**src/rtl/posit_encoder.sv**
```systemverilog
// posit_encoder: two-stage pipelined posit packer.
// Turns a decoded posit (sign, regime k, exponent, fraction, special flags)
// into the packed N-bit posit word. It rounds to nearest even, saturates at
// minpos/maxpos and applies two's-complement negation.
// S1 builds the regime run and splits the body into p/guard/sticky.
// S2 rounds, clamps, negates and handles the zero/NaR specials.
// Ports:
//   clk, rst                    clock, synchronous active-high reset
//   in_valid/in_ready           input handshake
//   in_sign, in_k, in_exp,
//   in_frac, in_zero, in_nar    decoded posit fields (in_nar overrides in_zero)
//   out_valid/out_ready         output handshake
//   out_posit                   packed posit word
module posit_encoder #(
   parameter int unsigned N  = 16,
   parameter int unsigned ES = 1,
   parameter int unsigned FW = 16,
   parameter int unsigned KW = $clog2(N) + 2
) (
   input  logic          clk,
   input  logic          rst,
   input  logic          in_valid,
   output logic          in_ready,
   input  logic          in_sign,
   input  logic [KW-1:0] in_k,
   input  logic [ES-1:0] in_exp,
   input  logic [FW-1:0] in_frac,
   input  logic          in_zero,
   input  logic          in_nar,
   output logic          out_valid,
   input  logic          out_ready,
   output logic [N-1:0]  out_posit
);

   localparam int unsigned PW = N - 1;
   // Body seed {lead, terminator, exp, frac} plus N pad bits, so no bit
   // is shifted out before the sticky OR sees it.
   localparam int unsigned BW = 2 + ES + FW + N;
   localparam logic signed [KW-1:0] KHI = KW'(N - 2);
   localparam logic signed [KW-1:0] KLO = -KHI;

   logic          s1_valid_q, s1_valid_d;
   logic [PW-1:0] s1_p_q, s1_p_d;
   logic          s1_g_q, s1_g_d;
   logic          s1_s_q, s1_s_d;
   logic          s1_sign_q, s1_sign_d;
   logic          s1_zero_q, s1_zero_d;
   logic          s1_nar_q, s1_nar_d;
   logic          s2_valid_q, s2_valid_d;
   logic [N-1:0]  s2_posit_q, s2_posit_d;

   logic s1_adv, s2_adv;

   // Handshake: a stage advances when it is empty or its consumer advances.
   assign s2_adv   = ~s2_valid_q | out_ready;
   assign s1_adv   = ~s1_valid_q | s2_adv;
   assign in_ready = s1_adv;

   // S1: regime construction
   logic signed [KW-1:0] k_s, k_c;
   logic                 lead;
   logic [KW-1:0]        run_m1;
   logic signed [BW-1:0] body_seed, body;
   logic [PW-1:0]        p_c;
   logic                 g_c, s_c;

   always_comb begin
      k_s = $signed(in_k);
      k_c = k_s;
      if (k_s > KHI) begin
         k_c = KHI;
      end else if (k_s < KLO) begin
         k_c = KLO;
      end
      lead = ~k_c[KW-1];
      // Run length minus one: k for k >= 0, -k-1 (== ~k) for k < 0.
      run_m1    = lead ? $unsigned(k_c) : ~$unsigned(k_c);
      body_seed = {lead, ~lead, in_exp, in_frac, N'(0)};
      // Arithmetic shift replicates the lead bit into the full regime run.
      body = body_seed >>> run_m1;
      p_c  = body[BW-1 -: PW];
      g_c  = body[BW-1-PW];
      s_c  = |body[BW-2-PW:0];
      // Most negative regime always lands on minpos, whatever exp/frac hold.
      if (k_c == KLO) begin
         p_c = PW'(1);
         g_c = 1'b0;
         s_c = 1'b0;
      end
   end

   // S2: round to nearest even, saturate, negate, specials
   logic         round_up;
   logic [N-1:0] p_inc;
   logic [PW-1:0] p_sat;
   logic [N-1:0] w_c, word_c;

   always_comb begin
      round_up = s1_g_q & (s1_s_q | s1_p_q[0]);
      p_inc    = {1'b0, s1_p_q} + N'(round_up);
      if (p_inc[N-1]) begin
         p_sat = {PW{1'b1}};
      end else if (p_inc == '0) begin
         p_sat = PW'(1);
      end else begin
         p_sat = p_inc[PW-1:0];
      end
      w_c = {1'b0, p_sat};
      if (s1_nar_q) begin
         word_c = {1'b1, {PW{1'b0}}};
      end else if (s1_zero_q) begin
         word_c = '0;
      end else if (s1_sign_q) begin
         word_c = N'(0) - w_c;
      end else begin
         word_c = w_c;
      end
   end

   // Next-state for both stages; held data is only replaced on advance.
   always_comb begin
      s1_valid_d = s1_valid_q;
      s1_p_d     = s1_p_q;
      s1_g_d     = s1_g_q;
      s1_s_d     = s1_s_q;
      s1_sign_d  = s1_sign_q;
      s1_zero_d  = s1_zero_q;
      s1_nar_d   = s1_nar_q;
      s2_valid_d = s2_valid_q;
      s2_posit_d = s2_posit_q;
      if (s1_adv) begin
         s1_valid_d = in_valid;
         if (in_valid) begin
            s1_p_d    = p_c;
            s1_g_d    = g_c;
            s1_s_d    = s_c;
            s1_sign_d = in_sign;
            s1_zero_d = in_zero;
            s1_nar_d  = in_nar;
         end
      end
      if (s2_adv) begin
         s2_valid_d = s1_valid_q;
         if (s1_valid_q) begin
            s2_posit_d = word_c;
         end
      end
   end

   always_ff @(posedge clk) begin
      if (rst) begin
         s1_valid_q <= 1'b0;
         s1_p_q     <= '0;
         s1_g_q     <= 1'b0;
         s1_s_q     <= 1'b0;
         s1_sign_q  <= 1'b0;
         s1_zero_q  <= 1'b0;
         s1_nar_q   <= 1'b0;
         s2_valid_q <= 1'b0;
         s2_posit_q <= '0;
      end else begin
         s1_valid_q <= s1_valid_d;
         s1_p_q     <= s1_p_d;
         s1_g_q     <= s1_g_d;
         s1_s_q     <= s1_s_d;
         s1_sign_q  <= s1_sign_d;
         s1_zero_q  <= s1_zero_d;
         s1_nar_q   <= s1_nar_d;
         s2_valid_q <= s2_valid_d;
         s2_posit_q <= s2_posit_d;
      end
   end

   assign out_valid = s2_valid_q;
   assign out_posit = s2_posit_q;

endmodule

```
**config.mk**
```make
export PLATFORM = sky130hd
export DESIGN_NAME = posit_encoder
export DESIGN_NICKNAME = d
export VERILOG_FILES = /design/src/rtl/posit_encoder.sv
export SDC_FILE = /design/constraint.sdc
export NUM_CORES = 1
export LEC_CHECK = 0
export CORE_ASPECT_RATIO = 0.7
export CORE_MARGIN = 2
export CORE_UTILIZATION = 40
export DETAILED_ROUTE_END_ITERATION = 10
export MAX_ROUTING_LAYER = met4
export PLACE_DENSITY = 0.64
export SETUP_SLACK_MARGIN = 0.15
export SYNTH_ARGS = -nofsm -noshare
export SYNTH_HDL_FRONTEND = slang
export SYNTH_SLANG_ARGS = --single-unit
export TNS_END_PERCENT = 50
```
**constraint.sdc**
```tcl
create_clock -name clk -period 5.6 [get_ports clk]
set_clock_uncertainty 0.1 [all_clocks]
set_input_delay 1.12 -clock clk [delete_from_list [all_inputs] [get_ports clk]]
set_output_delay 1.12 -clock clk [all_outputs]
set_load 0.01 [all_outputs]
```
==> impl_table.tex, run 1 <==
\begin{tabular}{lr}
\hline
Metric & Value \\
\hline
\multicolumn{2}{l}{\textbf{Global routing}} \\
\quad Maximum number of pins on one net before global-route repair & 37 \\
\quad Number of global-route vias before repair & 4,666 \\
\quad Leftover overflow at the end of global routing & 0 \\
\quad All-layer global routing usage & 24.98\% \\
\quad Global-route wire length before repair & 23.89 mm \\
\quad Initial antenna violation count & 0 \\
\multicolumn{2}{l}{\textbf{STA}} \\
\quad Final count of hold timing violations & 0 \\
\quad Min Tclk post-route & 4975 ps \\
\quad Worst slew margin relative to its limit & 46.75\% \\
\quad Post-route clock period utilization & 88.85\% \\
\quad Tightest Pin Transition & 792.7 ps \\
\quad RSZ-0062 raised after global routing & no \\
\quad Setup Total Neg Slack & 0 ps \\
\quad Number of setup violations in the final report & 0 \\
\quad Timing-limited maximum frequency & 201.0 MHz \\
\quad Max-slew violation count & 0 \\
\multicolumn{2}{l}{\textbf{CTS}} \\
\quad Maximum buffer depth of the clock tree & 2 \\
\quad Clock-pin slew reported for the worst setup and hold paths after clock tree synthesis & 50 ps \\
\quad Number of buffers added to fix hold violations after cts & 0 \\
\quad Clock root cell & sky130\_fd\_sc\_hd\_\_clkbuf\_16 \\
\quad Clock tree from TritonCTS & done \\
\quad Post-cts repair resize count & 0 \\
\quad Insertion delay to the later sink of the worst-skew pair & 280 ps \\
\quad Number of clock sinks seen by CTS & 38 \\
\quad Post-CTS Repair Setup Buffers & 0 \\
\quad H-tree levels & 2 \\
\quad Num CTS Buffers & 5 \\
\multicolumn{2}{l}{\textbf{Drt}} \\
\quad Initial DRC count & 585 \\
\quad Vias & 5,107 \\
\quad Sum of routed wire length over all layers & 14.45 mm \\
\quad Count of antenna-violating nets left after detailed routing & 0 \\
\quad Post-detailed-route DRC marker count & 0 \\
\quad Count of TritonRoute iterations in the first routing pass & 5 \\
\quad Average vias per placed instance & 6.205 \\
\quad Routed wire per std cell & 17.55 um \\
\multicolumn{2}{l}{\textbf{Worst setup path}} \\
\quad Worst path max stage delay & 720 ps \\
\quad Capturing element type of the critical path & flip-flop \\
\quad Cell Chain, Critical Path & clkdlybuf4s50\_1 -> o311ai\_0 -> ha\_2 -> and2b\_1 -> buf\_4 -> xnor2\_1 -> nor2\_1 -> o211a\_1 -> a21oi\_2 -> o21ai\_0 -> a221o\_1 -> a22o\_1 \\
\quad CP max FO & 31 \\
\quad Critical Path AT & 5050 ps \\
\quad CP delay by family, top & compound AO/OA/AOI/OAI gates \\
\quad Category of the worst setup path launch point & input pin \\
\quad Slowest cell on crit path & sky130\_fd\_sc\_hd\_\_ha\_2 \\
\quad Combined buffer and inverter count along the critical path & 2 \\
\quad Required time of the worst setup path & 5670 ps \\
\quad Critical setup path kind & input pin to flip-flop \\
\multicolumn{2}{l}{\textbf{Yosys}} \\
\quad Leading area contributor after synthesis & sky130\_fd\_sc\_hd\_\_dfxtp\_1 \\
\quad Per-instance average area after synthesis & 6.826 um\^{}2 \\
\quad Main combinational cell family by area after synthesis & simple AND/OR/NAND/NOR gates \\
\quad Predominant post-synthesis flop cell & sky130\_fd\_sc\_hd\_\_dfxtp\_1 \\
\quad Post-Syn Area & 4492 um\^{}2 \\
\quad Instance count of the mapped netlist & 658 \\
\quad Net count after synthesis & 693 \\
\quad Area share of the leading cell type in the synthesized netlist & 16.94\% \\
\quad Synth Area in Compound Gates & 32.48\% \\
\quad Post-synthesis mux area share & 2.925\% \\
\quad Largest cells by area after synthesis & sky130\_fd\_sc\_hd\_\_dfxtp\_1, sky130\_fd\_sc\_hd\_\_o21ai\_0, sky130\_fd\_sc\_hd\_\_nand2\_1 \\
\quad Number of enable flip-flop cells after synthesis & 0 \\
\quad Parity-gate share of the synthesized area counting xor and xnor cells & 5.794\% \\
\quad Async S/R FF share, synth & 0\% \\
\quad Area share of fa/ha/maj cells after synthesis & 1.393\% \\
\quad Post-synth cell types & 80 \\
\quad Synth Area in Simple Gates & 32.81\% \\
\quad Sequential fraction of the synthesis area & 16.94\% \\
\quad Flop and latch count out of synthesis & 38 \\
\quad Yosys warns & 0 \\
\multicolumn{2}{l}{\textbf{Layout}} \\
\quad Number of diodes & 0 \\
\quad Share of layout cells above drive strength 1 & 6.418\% \\
\quad Count of filler cells inserted in the layout & 1,159 \\
\quad Most common cell after layout, fill and taps aside & sky130\_fd\_sc\_hd\_\_nand2\_1 \\
\quad Final-stage net count & 705 \\
\quad Layout overhead on the synthesized area & 14.18\% \\
\quad Leading cell types in the layout, fill and taps excluded & sky130\_fd\_sc\_hd\_\_nand2\_1, sky130\_fd\_sc\_hd\_\_o21ai\_0, sky130\_fd\_sc\_hd\_\_nor2\_1 \\
\quad Final std cell area, no fill & 5129 um\^{}2 \\
\multicolumn{2}{l}{\textbf{Floorplanning}} \\
\quad Placeable core area & 10,970 um\^{}2 \\
\quad Number of top-level design ports & 48 \\
\quad Die Wd & 130.7 um \\
\quad Standard-cell rows & 32 \\
\quad Total die area & 12,110 um\^{}2 \\
\quad Starting density of the core & 40.94\% \\
\quad Height of the chip & 92.66 um \\
\multicolumn{2}{l}{\textbf{Placed design}} \\
\quad DPL Wire Length & 10.95 mm \\
\quad Area after detailed placement & 4996 um\^{}2 \\
\quad Final RePlAce weighted congestion & 0.9868 \\
\quad IO Port Bufs & 47 \\
\multicolumn{2}{l}{\textbf{Pwr}} \\
\quad Design Power & 1.064 mW \\
\quad Pwr/cell area & 207.5 nW/um\^{}2 \\
\quad Lkg Pwr & 1.899 nW \\
\quad Maximum vdd drop & 0.1349 mV \\
\multicolumn{2}{l}{\textbf{Job}} \\
\quad Number of violations of the max-capacitance limit & 0 \\
\multicolumn{2}{l}{\textbf{Status}} \\
\quad Run status & finished clean \\
\multicolumn{2}{l}{\textbf{Min path}} \\
\quad Hold WC Path Type & flip-flop to flip-flop \\
\hline
\end{tabular}
==> cells by family (layout without fill, tap and decap cells) <==
kind of cell             after synthesis  after routing
adder cells (fa/ha/maj)                5              5
buffers and inverters                 72             84
flip-flops                            38             38
XOR/XNOR                              28             28
multiplexers                          13             13
AO/OA/AOI/OAI                        225            225
AND/OR/NAND/NOR                      277            277
==> worst paths after layout <==
check | from | end | slack (ps) | depth (start not counted)
setup / recovery | in_k[2] | s1_p_q[3] | 620 | 12
hold / removal | out_posit[13] | out_posit[13] | 350 | 2
setup reg to reg | s1_p_q[0] | out_posit[14] | 1370 | 17
hold reg to reg | out_posit[13] | out_posit[13] | 350 | 2
==> through the flow <==
step	std cells	hold WS (ps)	setup WS [ps]	util, %
4_1_cts	823	348.6	753.4	46.75
2_1_floorplan	658	358.4	1077	-
3_5_place_dp	816	340.2	486.5	45.54
3_3_place_gp	816	333.5	564.7	45.54
6_report	823	346.8	624.5	46.75
5_1_grt	823	372.3	408.3	46.75
==> layer usage <==
metal,global-route usage (%),vias up,share of wire [%]
met1,38.31,2396,50
met3,5.719,11,9.1
met2,33.77,237,40
li1,-,2463,-
met4,3.014,0,0.44
met5,-,-,0
==> state kept, by name, indices dropped and copies added (netlist names) <==
register,count
s1_valid_q,1
s1_nar_q,1
out_valid,1
s1_p_q,15
s1_zero_q,1
s1_g_q,1
s1_s_q,1
s1_sign_q,1
out_posit,16
==> Yosys cell counts (5+ instances only) <==
master	count
sky130_fd_sc_hd__nand2_1	66
sky130_fd_sc_hd__o21ai_0	63
sky130_fd_sc_hd__nor2_1	58
sky130_fd_sc_hd__a21oi_1	49
sky130_fd_sc_hd__dfxtp_1	38
sky130_fd_sc_hd__nor3_1	27
sky130_fd_sc_hd__buf_2	25
sky130_fd_sc_hd__clkbuf_1	21
sky130_fd_sc_hd__nand3_1	20
sky130_fd_sc_hd__xnor2_1	19
sky130_fd_sc_hd__a31oi_1	16
sky130_fd_sc_hd__inv_1	12
sky130_fd_sc_hd__mux2i_1	12
sky130_fd_sc_hd__nand2b_1	12
sky130_fd_sc_hd__nand4_1	10
sky130_fd_sc_hd__nor2b_1	10
sky130_fd_sc_hd__a22oi_1	9
sky130_fd_sc_hd__and3_1	9
sky130_fd_sc_hd__and2_1	8
sky130_fd_sc_hd__and3b_1	8
sky130_fd_sc_hd__nor4bb_1	8
sky130_fd_sc_hd__o22ai_1	8
sky130_fd_sc_hd__buf_4	7
sky130_fd_sc_hd__xor2_1	7
sky130_fd_sc_hd__and4_1	6
sky130_fd_sc_hd__o21bai_1	6
sky130_fd_sc_hd__or2_2	6
sky130_fd_sc_hd__a211oi_1	5
sky130_fd_sc_hd__ha_1	5
sky130_fd_sc_hd__nor4_1	5
sky130_fd_sc_hd__o21ai_1	5
sky130_fd_sc_hd__o221ai_1	5
sky130_fd_sc_hd__o31ai_1	5
==> cell type report <==
cell class / instances / area, um^2 / area share, %
Inverter: 12 / 45.04 / 0.8783
Multi-Input combinational cell: 548 / 3393 / 66.16
Clock buffer: 7 / 132.6 / 2.586
Sequential cell: 38 / 760.7 / 14.83
Timing Repair Buffer: 65 / 605.6 / 11.81
Tap cell: 153 / 191.4 / 3.733
==> worst register-to-register path, cell delays in order, from the launching register on <==
cell,delay [ps]
sky130_fd_sc_hd__dfxtp_1,350
sky130_fd_sc_hd__o21a_1,120
sky130_fd_sc_hd__ha_1,270
sky130_fd_sc_hd__ha_1,320
sky130_fd_sc_hd__and3_1,340
sky130_fd_sc_hd__nand3_1,130
sky130_fd_sc_hd__xor2_1,230
sky130_fd_sc_hd__nor4b_1,200
sky130_fd_sc_hd__and2_1,180
sky130_fd_sc_hd__nor3_1,200
sky130_fd_sc_hd__ha_1,260
sky130_fd_sc_hd__o21ai_0,160
sky130_fd_sc_hd__or2_1,270
sky130_fd_sc_hd__o41a_1,460
sky130_fd_sc_hd__a21o_1,210
sky130_fd_sc_hd__a21oi_2,120
sky130_fd_sc_hd__xnor2_1,130
sky130_fd_sc_hd__o21ai_1,70
==> power breakdown <==
part           switching (mW)  internal (mW)  leakage (nW)
clock                   0.101          0.163        0.0640
sequential             0.0299          0.291         0.311
combinational           0.283          0.197          1.52
No activity file was read; power rests on OpenSTA's default activity.
==> run 2, diff against run 1 <==
--- a/config.mk
+++ b/config.mk
@@ -9,9 +9,9 @@
 export CORE_MARGIN = 2
 export CORE_UTILIZATION = 40
 export DETAILED_ROUTE_END_ITERATION = 10
-export MAX_ROUTING_LAYER = met4
-export PLACE_DENSITY = 0.64
+export PLACE_DENSITY = 0.65
 export SETUP_SLACK_MARGIN = 0.15
+export SLEW_MARGIN = 0
 export SYNTH_ARGS = -nofsm -noshare
 export SYNTH_HDL_FRONTEND = slang
 export SYNTH_SLANG_ARGS = --single-unit
==> run 2 against run 1 <==
Compared with the run above: total power increased by 3.9%; fmax decreased by 1.4%; critical path depth is the same; sequential power about the same; largest cell class unchanged; highest routed layer unchanged.
==> impl_table.tex, run 2 (synthesis gave the netlist of run 1 again) <==
\begin{tabular}{lr}
\hline
Metric & Value \\
\hline
\multicolumn{2}{l}{\textbf{Status}} \\
\quad Run status & finished clean \\
\multicolumn{2}{l}{\textbf{STA}} \\
\quad Worst slew margin relative to its limit & 45.57\% (-1.2 points) \\
\quad Max-slew violation count & 0 (unchanged) \\
\quad Setup Total Neg Slack & 0 ps (unchanged) \\
\quad Tightest Pin Transition & 810.3 ps (+17.62 ps) \\
\quad Timing-limited maximum frequency & 198.1 MHz (-1.4\%) \\
\quad Number of setup violations in the final report & 0 (unchanged) \\
\quad Min Tclk post-route & 5048 ps (+72.17 ps) \\
\quad Post-route clock period utilization & 90.14\% (+1.3 points) \\
\quad RSZ-0062 raised after global routing & no \\
\quad Final count of hold timing violations & 0 (unchanged) \\
\multicolumn{2}{l}{\textbf{Worst setup path}} \\
\quad Cell Chain, Critical Path & clkdlybuf4s50\_1 -> o311ai\_0 -> ha\_2 -> nor2b\_1 -> or2b\_1 -> and4\_1 -> o211ai\_1 -> a32o\_1 -> nor3b\_1 -> nand4b\_1 -> nor4b\_2 -> o21ai\_1 \\
\quad Critical setup path kind & input pin to flip-flop \\
\quad Launching point of the worst reg2reg path & s1\_s\_q \\
\quad Critical Path AT & 5110 ps (+60 ps) \\
\quad Required time of the worst setup path & 5670 ps (about the same) \\
\quad Reg-to-reg endpoint & out\_posit[14] \\
\quad CP max FO & 31 (unchanged) \\
\quad Capturing element type of the critical path & flip-flop \\
\quad Worst path max stage delay & 730 ps (about the same) \\
\quad Category of the worst setup path launch point & input pin \\
\quad Worst setup path startpoint & in\_k[2] \\
\quad Number of cells traversed by the worst register-to-register path & 17 (unchanged) \\
\quad Slowest cell on crit path & sky130\_fd\_sc\_hd\_\_ha\_2 \\
\quad FF-to-FF setup slack & 1420 ps (+50 ps) \\
\quad Worst setup path endpoint & s1\_s\_q \\
\multicolumn{2}{l}{\textbf{Global routing}} \\
\quad Initial antenna violation count & 0 (unchanged) \\
\quad Global-route wire length before repair & 23.76 mm (-0.55\%) \\
\quad All-layer global routing usage & 24.26\% (-0.71 points) \\
\quad Number of global-route vias before repair & 4,500 (-3.6\%) \\
\quad Maximum number of pins on one net before global-route repair & 45 (+22\%) \\
\quad Leftover overflow at the end of global routing & 0 (unchanged) \\
\multicolumn{2}{l}{\textbf{Drt}} \\
\quad Count of TritonRoute iterations in the first routing pass & 5 (unchanged) \\
\quad Count of antenna-violating nets left after detailed routing & 0 (unchanged) \\
\quad Sum of routed wire length over all layers & 14.32 mm (-0.89\%) \\
\quad Routed wire per std cell & 17.44 um (-0.65\%) \\
\quad Vias & 5,069 (-0.74\%) \\
\quad Average vias per placed instance & 6.174 (-0.50\%) \\
\quad Initial DRC count & 526 (-10\%) \\
\quad Post-detailed-route DRC marker count & 0 (unchanged) \\
\multicolumn{2}{l}{\textbf{CTS}} \\
\quad Clock tree from TritonCTS & done \\
\quad Clock-pin slew reported for the worst setup and hold paths after clock tree synthesis & 60 ps (about the same) \\
\quad Maximum buffer depth of the clock tree & 2 (unchanged) \\
\quad Number of buffers added to fix hold violations after cts & 0 (unchanged) \\
\quad Post-cts repair resize count & 0 (unchanged) \\
\quad Num CTS Buffers & 5 (unchanged) \\
\quad H-tree levels & 2 (unchanged) \\
\quad Post-CTS Repair Setup Buffers & 0 (unchanged) \\
\quad Number of clock sinks seen by CTS & 38 (unchanged) \\
\quad Clock root cell & sky130\_fd\_sc\_hd\_\_clkbuf\_16 \\
\quad Insertion delay to the later sink of the worst-skew pair & 280 ps (about the same) \\
\multicolumn{2}{l}{\textbf{Layout}} \\
\quad Share of layout cells above drive strength 1 & 6.437\% (+0.019 points) \\
\quad Area used by multi-input combinational logic & 3393 um\^{}2 (unchanged) \\
\quad Layout overhead on the synthesized area & 14.71\% \\
\quad Number of diodes & 0 (unchanged) \\
\quad Most common cell after layout, fill and taps aside & sky130\_fd\_sc\_hd\_\_nand2\_1 \\
\quad Utilization of the core after routing & 46.97\% (+0.22 points) \\
\quad Leading cell types in the layout, fill and taps excluded & sky130\_fd\_sc\_hd\_\_nand2\_1, sky130\_fd\_sc\_hd\_\_o21ai\_0, sky130\_fd\_sc\_hd\_\_nor2\_1 \\
\quad Number of flip-flops under the largest register name & 16 (unchanged) \\
\quad Final-stage net count & 702 (-0.43\%) \\
\quad Sequential cell area & 760.7 um\^{}2 (unchanged) \\
\quad Count of filler cells inserted in the layout & 1,132 (-2.3\%) \\
\multicolumn{2}{l}{\textbf{Pwr}} \\
\quad Sequential power share & 29.0\% (-1.1 points) \\
\quad Maximum vdd drop & 0.1183 mV (-12\%) \\
\quad Net switching share of the total power & 37.83\% (-1.1 points) \\
\quad Pwr/cell area & 214.7 nW/um\^{}2 (+3.5\%) \\
\quad Internal power of the cells & 0.6876 mW (+5.8\%) \\
\quad Clock network fraction of design power & 27.9\% (+3.1 points) \\
\quad Lkg Pwr & 1.908 nW (+0.46\%) \\
\quad Relative contribution of combinational cells to total power & 43.1\% (-2.0 points) \\
\quad Power spent charging and discharging nets & 0.4184 mW (+1.0\%) \\
\multicolumn{2}{l}{\textbf{Floorplanning}} \\
\quad Placeable core area & 10,970 um\^{}2 (unchanged) \\
\quad Die Wd & 130.7 um (unchanged) \\
\quad Starting density of the core & 40.94\% (unchanged) \\
\quad Number of top-level design ports & 48 (unchanged) \\
\quad Standard-cell rows & 32 (unchanged) \\
\quad Height of the chip & 92.66 um (unchanged) \\
\quad Total die area & 12,110 um\^{}2 (unchanged) \\
\multicolumn{2}{l}{\textbf{Placed design}} \\
\quad DPL Wire Length & 10.83 mm (-1.1\%) \\
\quad IO Port Bufs & 47 (unchanged) \\
\quad Final RePlAce weighted congestion & 1.007 (+2.0\%) \\
\multicolumn{2}{l}{\textbf{Min path}} \\
\quad Hold WC Path Type & flip-flop to flip-flop \\
\multicolumn{2}{l}{\textbf{Job}} \\
\quad Number of violations of the max-capacitance limit & 0 (unchanged) \\
\hline
\end{tabular}
## run 2: per-stage QoR
stage	total power, mW	hold WS (ps)	worst slack [ps]	instance area (um^2)	std cells
finish	1.106	347.0	552.4	5152	821
global route	1.175	371.3	360.7	5152	821
CTS	1.100	351.7	644.4	5152	821
detailed placement	0.7870	343.1	365.1	4986	813
global placement	0.7862	334.1	397.2	4986	813
floorplan	0.6576	358.4	1077	4492	658
## run 2: power groups by stage
| stage | logic [mW] | registers [mW] | clock network, mW |
|---|---|---|---|
| after global routing | 0.525 | 0.324 | 0.326 |
| after CTS | 0.466 | 0.320 | 0.315 |
| final | 0.476 | 0.321 | 0.309 |
| after floorplan | 0.347 | 0.310 | 0 |
| after detailed placement | 0.462 | 0.325 | 0 |
| after global placement | 0.462 | 0.324 | 0 |
## run 2: per-layer routing
| metal | vias to the layer above | track usage, % | share of wire (%) |
|---|---|---|---|
| met5 | - | 0 | 0 |
| met1 | 2379 | 39.73 | 51 |
| met3 | 9 | 4.506 | 8.3 |
| met4 | 0 | 3.280 | 0.40 |
| li1 | 2464 | - | - |
| met2 | 217 | 32.64 | 40 |
## run 2: area by class of cell
type,count,share of cell area (%)
Multi-Input combinational cell,548,65.86
Sequential cell,38,14.76
Tap cell,153,3.715
Clock buffer,8,3.230
Inverter,12,0.8742
Timing Repair Buffer,62,11.56
## run 2: how the worst min path moves through the flow
stage	from	endpoint	slack (ps)	cells past startpoint
floorplan	s1_nar_q	s1_nar_q	360	2
global placement	out_posit[5]	out_posit[5]	330	2
detailed placement	out_posit[10]	out_posit[10]	340	2
CTS	out_posit[13]	out_posit[13]	350	2
global route	out_posit[14]	out_posit[14]	370	2
finish	out_posit[14]	out_posit[14]	350	2
## run 2: critical path, delay by kind of cell
kind,cells,cell delay [ps]
and+or+nand+nor,6,1800
adders and majority gates,1,730
buffers and inverters,1,670
AOI/OAI and AO/OA,4,770
==> run 3, diff against run 2 <==
--- a/config.mk
+++ b/config.mk
@@ -9,7 +9,7 @@
 export CORE_MARGIN = 2
 export CORE_UTILIZATION = 40
 export DETAILED_ROUTE_END_ITERATION = 10
-export PLACE_DENSITY = 0.65
+export PLACE_DENSITY = 0.72
 export SETUP_SLACK_MARGIN = 0.15
 export SLEW_MARGIN = 0
 export SYNTH_ARGS = -nofsm -noshare
==> run 3 against run 2 <==
Compared with the run above: clock power fell by 9.7%; setup slack got worse by 30 ps; non-clock buffer count fell by 3; utilization fell by 0.49 points; sequential power barely moved; routed wire length fell by 1.7%; critical path depth did not move; global-route usage fell by 1.0 points; die area did not move; first-iteration DRC count rose by 16%; register-to-register slack got worse by 50 ps; via count rose by 2.8%; critical path type unchanged; critical endpoint unchanged; largest power group unchanged; highest routed layer unchanged.
==> impl_table.tex, run 3 (synthesis gave the netlist of run 1 again) <==
\begin{tabular}{lr}
\hline
Metric & Value \\
\hline
\multicolumn{2}{l}{\textbf{CTS}} \\
\quad Number of buffers added to fix hold violations after cts & 0 (unchanged) \\
\quad Insertion delay to the later sink of the worst-skew pair & 280 ps (about the same) \\
\quad Num CTS Buffers & 5 (unchanged) \\
\quad H-tree levels & 2 (unchanged) \\
\quad Clock-pin slew reported for the worst setup and hold paths after clock tree synthesis & 50 ps (about the same) \\
\quad Clock tree from TritonCTS & done \\
\quad Clock root cell & sky130\_fd\_sc\_hd\_\_clkbuf\_16 \\
\quad Post-cts repair resize count & 0 (unchanged) \\
\quad Post-CTS Repair Setup Buffers & 0 (unchanged) \\
\quad Number of clock sinks seen by CTS & 38 (unchanged) \\
\quad Maximum buffer depth of the clock tree & 2 (unchanged) \\
\multicolumn{2}{l}{\textbf{Layout}} \\
\quad Number of flip-flops under the largest register name & 16 (unchanged) \\
\quad Share of layout cells above drive strength 1 & 5.865\% (-0.57 points) \\
\quad Most common cell after layout, fill and taps aside & sky130\_fd\_sc\_hd\_\_nand2\_1 \\
\quad Leading cell types in the layout, fill and taps excluded & sky130\_fd\_sc\_hd\_\_nand2\_1, sky130\_fd\_sc\_hd\_\_o21ai\_0, sky130\_fd\_sc\_hd\_\_nor2\_1 \\
\quad Count of filler cells inserted in the layout & 1,123 (-0.80\%) \\
\quad Layout overhead on the synthesized area & 13.51\% \\
\quad Number of diodes & 0 (unchanged) \\
\quad Post-Layout Cell Count & 818 (-0.37\%) \\
\quad Final-stage net count & 699 (-0.43\%) \\
\multicolumn{2}{l}{\textbf{Worst setup path}} \\
\quad FF-to-FF setup slack & 1370 ps (-50 ps) \\
\quad Critical setup path kind & input pin to flip-flop \\
\quad Category of the worst setup path launch point & input pin \\
\quad Critical Path AT & 5190 ps (+80 ps) \\
\quad Most used cell, CP & sky130\_fd\_sc\_hd\_\_a22oi\_1 \\
\quad Number of cells traversed by the worst register-to-register path & 17 (unchanged) \\
\quad Worst path max stage delay & 740 ps (about the same) \\
\quad Cell Chain, Critical Path & clkdlybuf4s50\_1 -> o311ai\_0 -> ha\_2 -> nor2b\_1 -> xnor2\_2 -> mux2i\_1 -> a211oi\_1 -> a22oi\_1 -> and3\_1 -> o31ai\_1 -> a22oi\_1 -> o21ai\_1 \\
\quad Capturing element type of the critical path & flip-flop \\
\quad Reg-to-reg endpoint & out\_posit[14] \\
\quad Launching point of the worst reg2reg path & s1\_s\_q \\
\quad CP delay by family, top & compound AO/OA/AOI/OAI gates \\
\quad Slowest cell on crit path & sky130\_fd\_sc\_hd\_\_nor2b\_1 \\
\quad Combined buffer and inverter count along the critical path & 1 (unchanged) \\
\quad CP max FO & 31 (unchanged) \\
\quad Required time of the worst setup path & 5710 ps (+40 ps) \\
\multicolumn{2}{l}{\textbf{Floorplanning}} \\
\quad Number of top-level design ports & 48 (unchanged) \\
\quad Total die area & 12,110 um\^{}2 (unchanged) \\
\quad Placeable core area & 10,970 um\^{}2 (unchanged) \\
\quad Starting density of the core & 40.94\% (unchanged) \\
\quad Height of the chip & 92.66 um (unchanged) \\
\quad Standard-cell rows & 32 (unchanged) \\
\quad Die Wd & 130.7 um (unchanged) \\
\multicolumn{2}{l}{\textbf{Min path}} \\
\quad Startpoint of the tightest hold check path & out\_posit[11] \\
\quad Hold EP & out\_posit[11] \\
\quad Hold Crit Depth & 2 (unchanged) \\
\quad Hold WC Path Type & flip-flop to flip-flop \\
\multicolumn{2}{l}{\textbf{Placed design}} \\
\quad Pre-CTS worst setup slack & 369.8 ps (+4.719 ps) \\
\quad Final RePlAce weighted congestion & 0.9738 (-3.3\%) \\
\quad Placed Cells incl. Taps & 810 (-0.37\%) \\
\quad IO Port Bufs & 47 (unchanged) \\
\quad DPL Wire Length & 10.47 mm (-3.4\%) \\
\multicolumn{2}{l}{\textbf{STA}} \\
\quad Post-route clock period utilization & 90.67\% (+0.53 points) \\
\quad Timing-limited maximum frequency & 196.9 MHz (-0.59\%) \\
\quad Tightest Pin Transition & 843.7 ps (+33.38 ps) \\
\quad Max-slew violation count & 0 (unchanged) \\
\quad Min Tclk post-route & 5078 ps (+29.95 ps) \\
\quad Final count of hold timing violations & 0 (unchanged) \\
\quad Worst slew margin relative to its limit & 43.64\% (-1.9 points) \\
\quad RSZ-0062 raised after global routing & no \\
\quad Fin worst setup slack & 522.4 ps (-29.95 ps) \\
\quad Number of setup violations in the final report & 0 (unchanged) \\
\quad Setup Total Neg Slack & 0 ps (unchanged) \\
\multicolumn{2}{l}{\textbf{Pwr}} \\
\quad Power spent charging and discharging nets & 0.4125 mW (-1.4\%) \\
\quad Sequential power share & 29.9\% (+0.9 points) \\
\quad Pwr/cell area & 210.3 nW/um\^{}2 (-2.0\%) \\
\quad Lkg Pwr & 1.880 nW (-1.5\%) \\
\quad Internal power of the cells & 0.6598 mW (-4.1\%) \\
\quad Relative contribution of combinational cells to total power & 44.1\% (+1.0 points) \\
\quad Maximum vdd drop & 0.1324 mV (+12\%) \\
\quad Net switching share of the total power & 38.47\% (+0.64 points) \\
\quad Clock network fraction of design power & 26.1\% (-1.8 points) \\
\multicolumn{2}{l}{\textbf{Global routing}} \\
\quad Number of global-route vias before repair & 4,574 (+1.6\%) \\
\quad All-layer global routing usage & 23.25\% (-1.0 points) \\
\quad Leftover overflow at the end of global routing & 0 (unchanged) \\
\quad Global-route wire length before repair & 22.99 mm (-3.2\%) \\
\quad Maximum number of pins on one net before global-route repair & 43 (-4.4\%) \\
\quad Initial antenna violation count & 0 (unchanged) \\
\multicolumn{2}{l}{\textbf{Drt}} \\
\quad Sum of routed wire length over all layers & 14.08 mm (-1.7\%) \\
\quad Count of TritonRoute iterations in the first routing pass & 5 (unchanged) \\
\quad Routed wire per std cell & 17.21 um (-1.3\%) \\
\quad Initial DRC count & 611 (+16\%) \\
\quad Count of antenna-violating nets left after detailed routing & 0 (unchanged) \\
\quad Post-detailed-route DRC marker count & 0 (unchanged) \\
\quad Vias & 5,213 (+2.8\%) \\
\quad Average vias per placed instance & 6.373 (+3.2\%) \\
\multicolumn{2}{l}{\textbf{Job}} \\
\quad Number of violations of the max-capacitance limit & 0 (unchanged) \\
\multicolumn{2}{l}{\textbf{Status}} \\
\quad Run status & finished clean \\
\hline
\end{tabular}
==> run 3: cell types whose count changed in the layout (fill, tap and decap cells not counted), sizes merged <==
| cell | previous run | this run |
|---|---|---|
| buf | 15 | 12 |
| clkbuf | 8 | 7 |
| clkinv | 0 | 1 |
==> run 3: area by class of cell <==
type / count / area [um^2] / area share [%]
timing repair buffer: 59 / 560.5 / 10.99
sequential: 38 / 760.7 / 14.92
clock buffer: 7 / 142.6 / 2.798
multi-input combinational: 548 / 3393 / 66.55
inverter: 12 / 45.04 / 0.8834
tap: 153 / 191.4 / 3.755
clock inverter: 1 / 5.005 / 0.09816
==> run 3: per-layer routing <==
metal	track usage, %	vias up	routed length [um]	part of all wire [%]
li1	-	2452	-	-
met1	35.68	2438	6618	47
met2	33.72	304	5856	42
met3	3.986	19	1481	11
met4	4.521	0	124	0.88
met5	0	-	0	0
==> run 3: how the worst max path moves through the flow <==
| stage | depth (start not counted) | to | start | slack, ps |
|---|---|---|---|---|
| global placement | 12 | s1_s_q | in_k[2] | 440 |
| floorplan | 17 | s1_p_q[9] | in_k[1] | 1080 |
| CTS | 12 | s1_s_q | in_k[2] | 630 |
| global route | 12 | s1_s_q | in_k[2] | 310 |
| detailed placement | 12 | s1_s_q | in_k[2] | 370 |
| finish | 12 | s1_s_q | in_k[2] | 520 |
==> run 3: metrics by stage <==
stage	hold WS, ps	instance area [um^2]	util, %	total power [mW]
after global routing	371.5	5099	46.48	1.133
after CTS	353.2	5099	46.48	1.062
after floorplan	358.4	4492	-	0.6576
final	350.3	5099	46.48	1.072
after detailed placement	342.4	4951	45.13	0.7806
after global placement	335.6	4951	45.13	0.7720
==> run 3: power groups by stage <==
stage / clock [mW] / sequential, mW / combinational (mW)
floorplan: 0 / 0.310 / 0.347
global placement: 0 / 0.324 / 0.448
detailed placement: 0 / 0.325 / 0.456
CTS: 0.285 / 0.319 / 0.458
global route: 0.295 / 0.324 / 0.514
finish: 0.279 / 0.320 / 0.472
==> run 3: worst register-to-register path, delay by kind of cell, from the launching register on <==
kind            cells  cell delay [ps]
compound gates      7             1230
flops               1              350
fa+ha+maj           3              830
simple gates        6             1480
xor+xnor            1              130
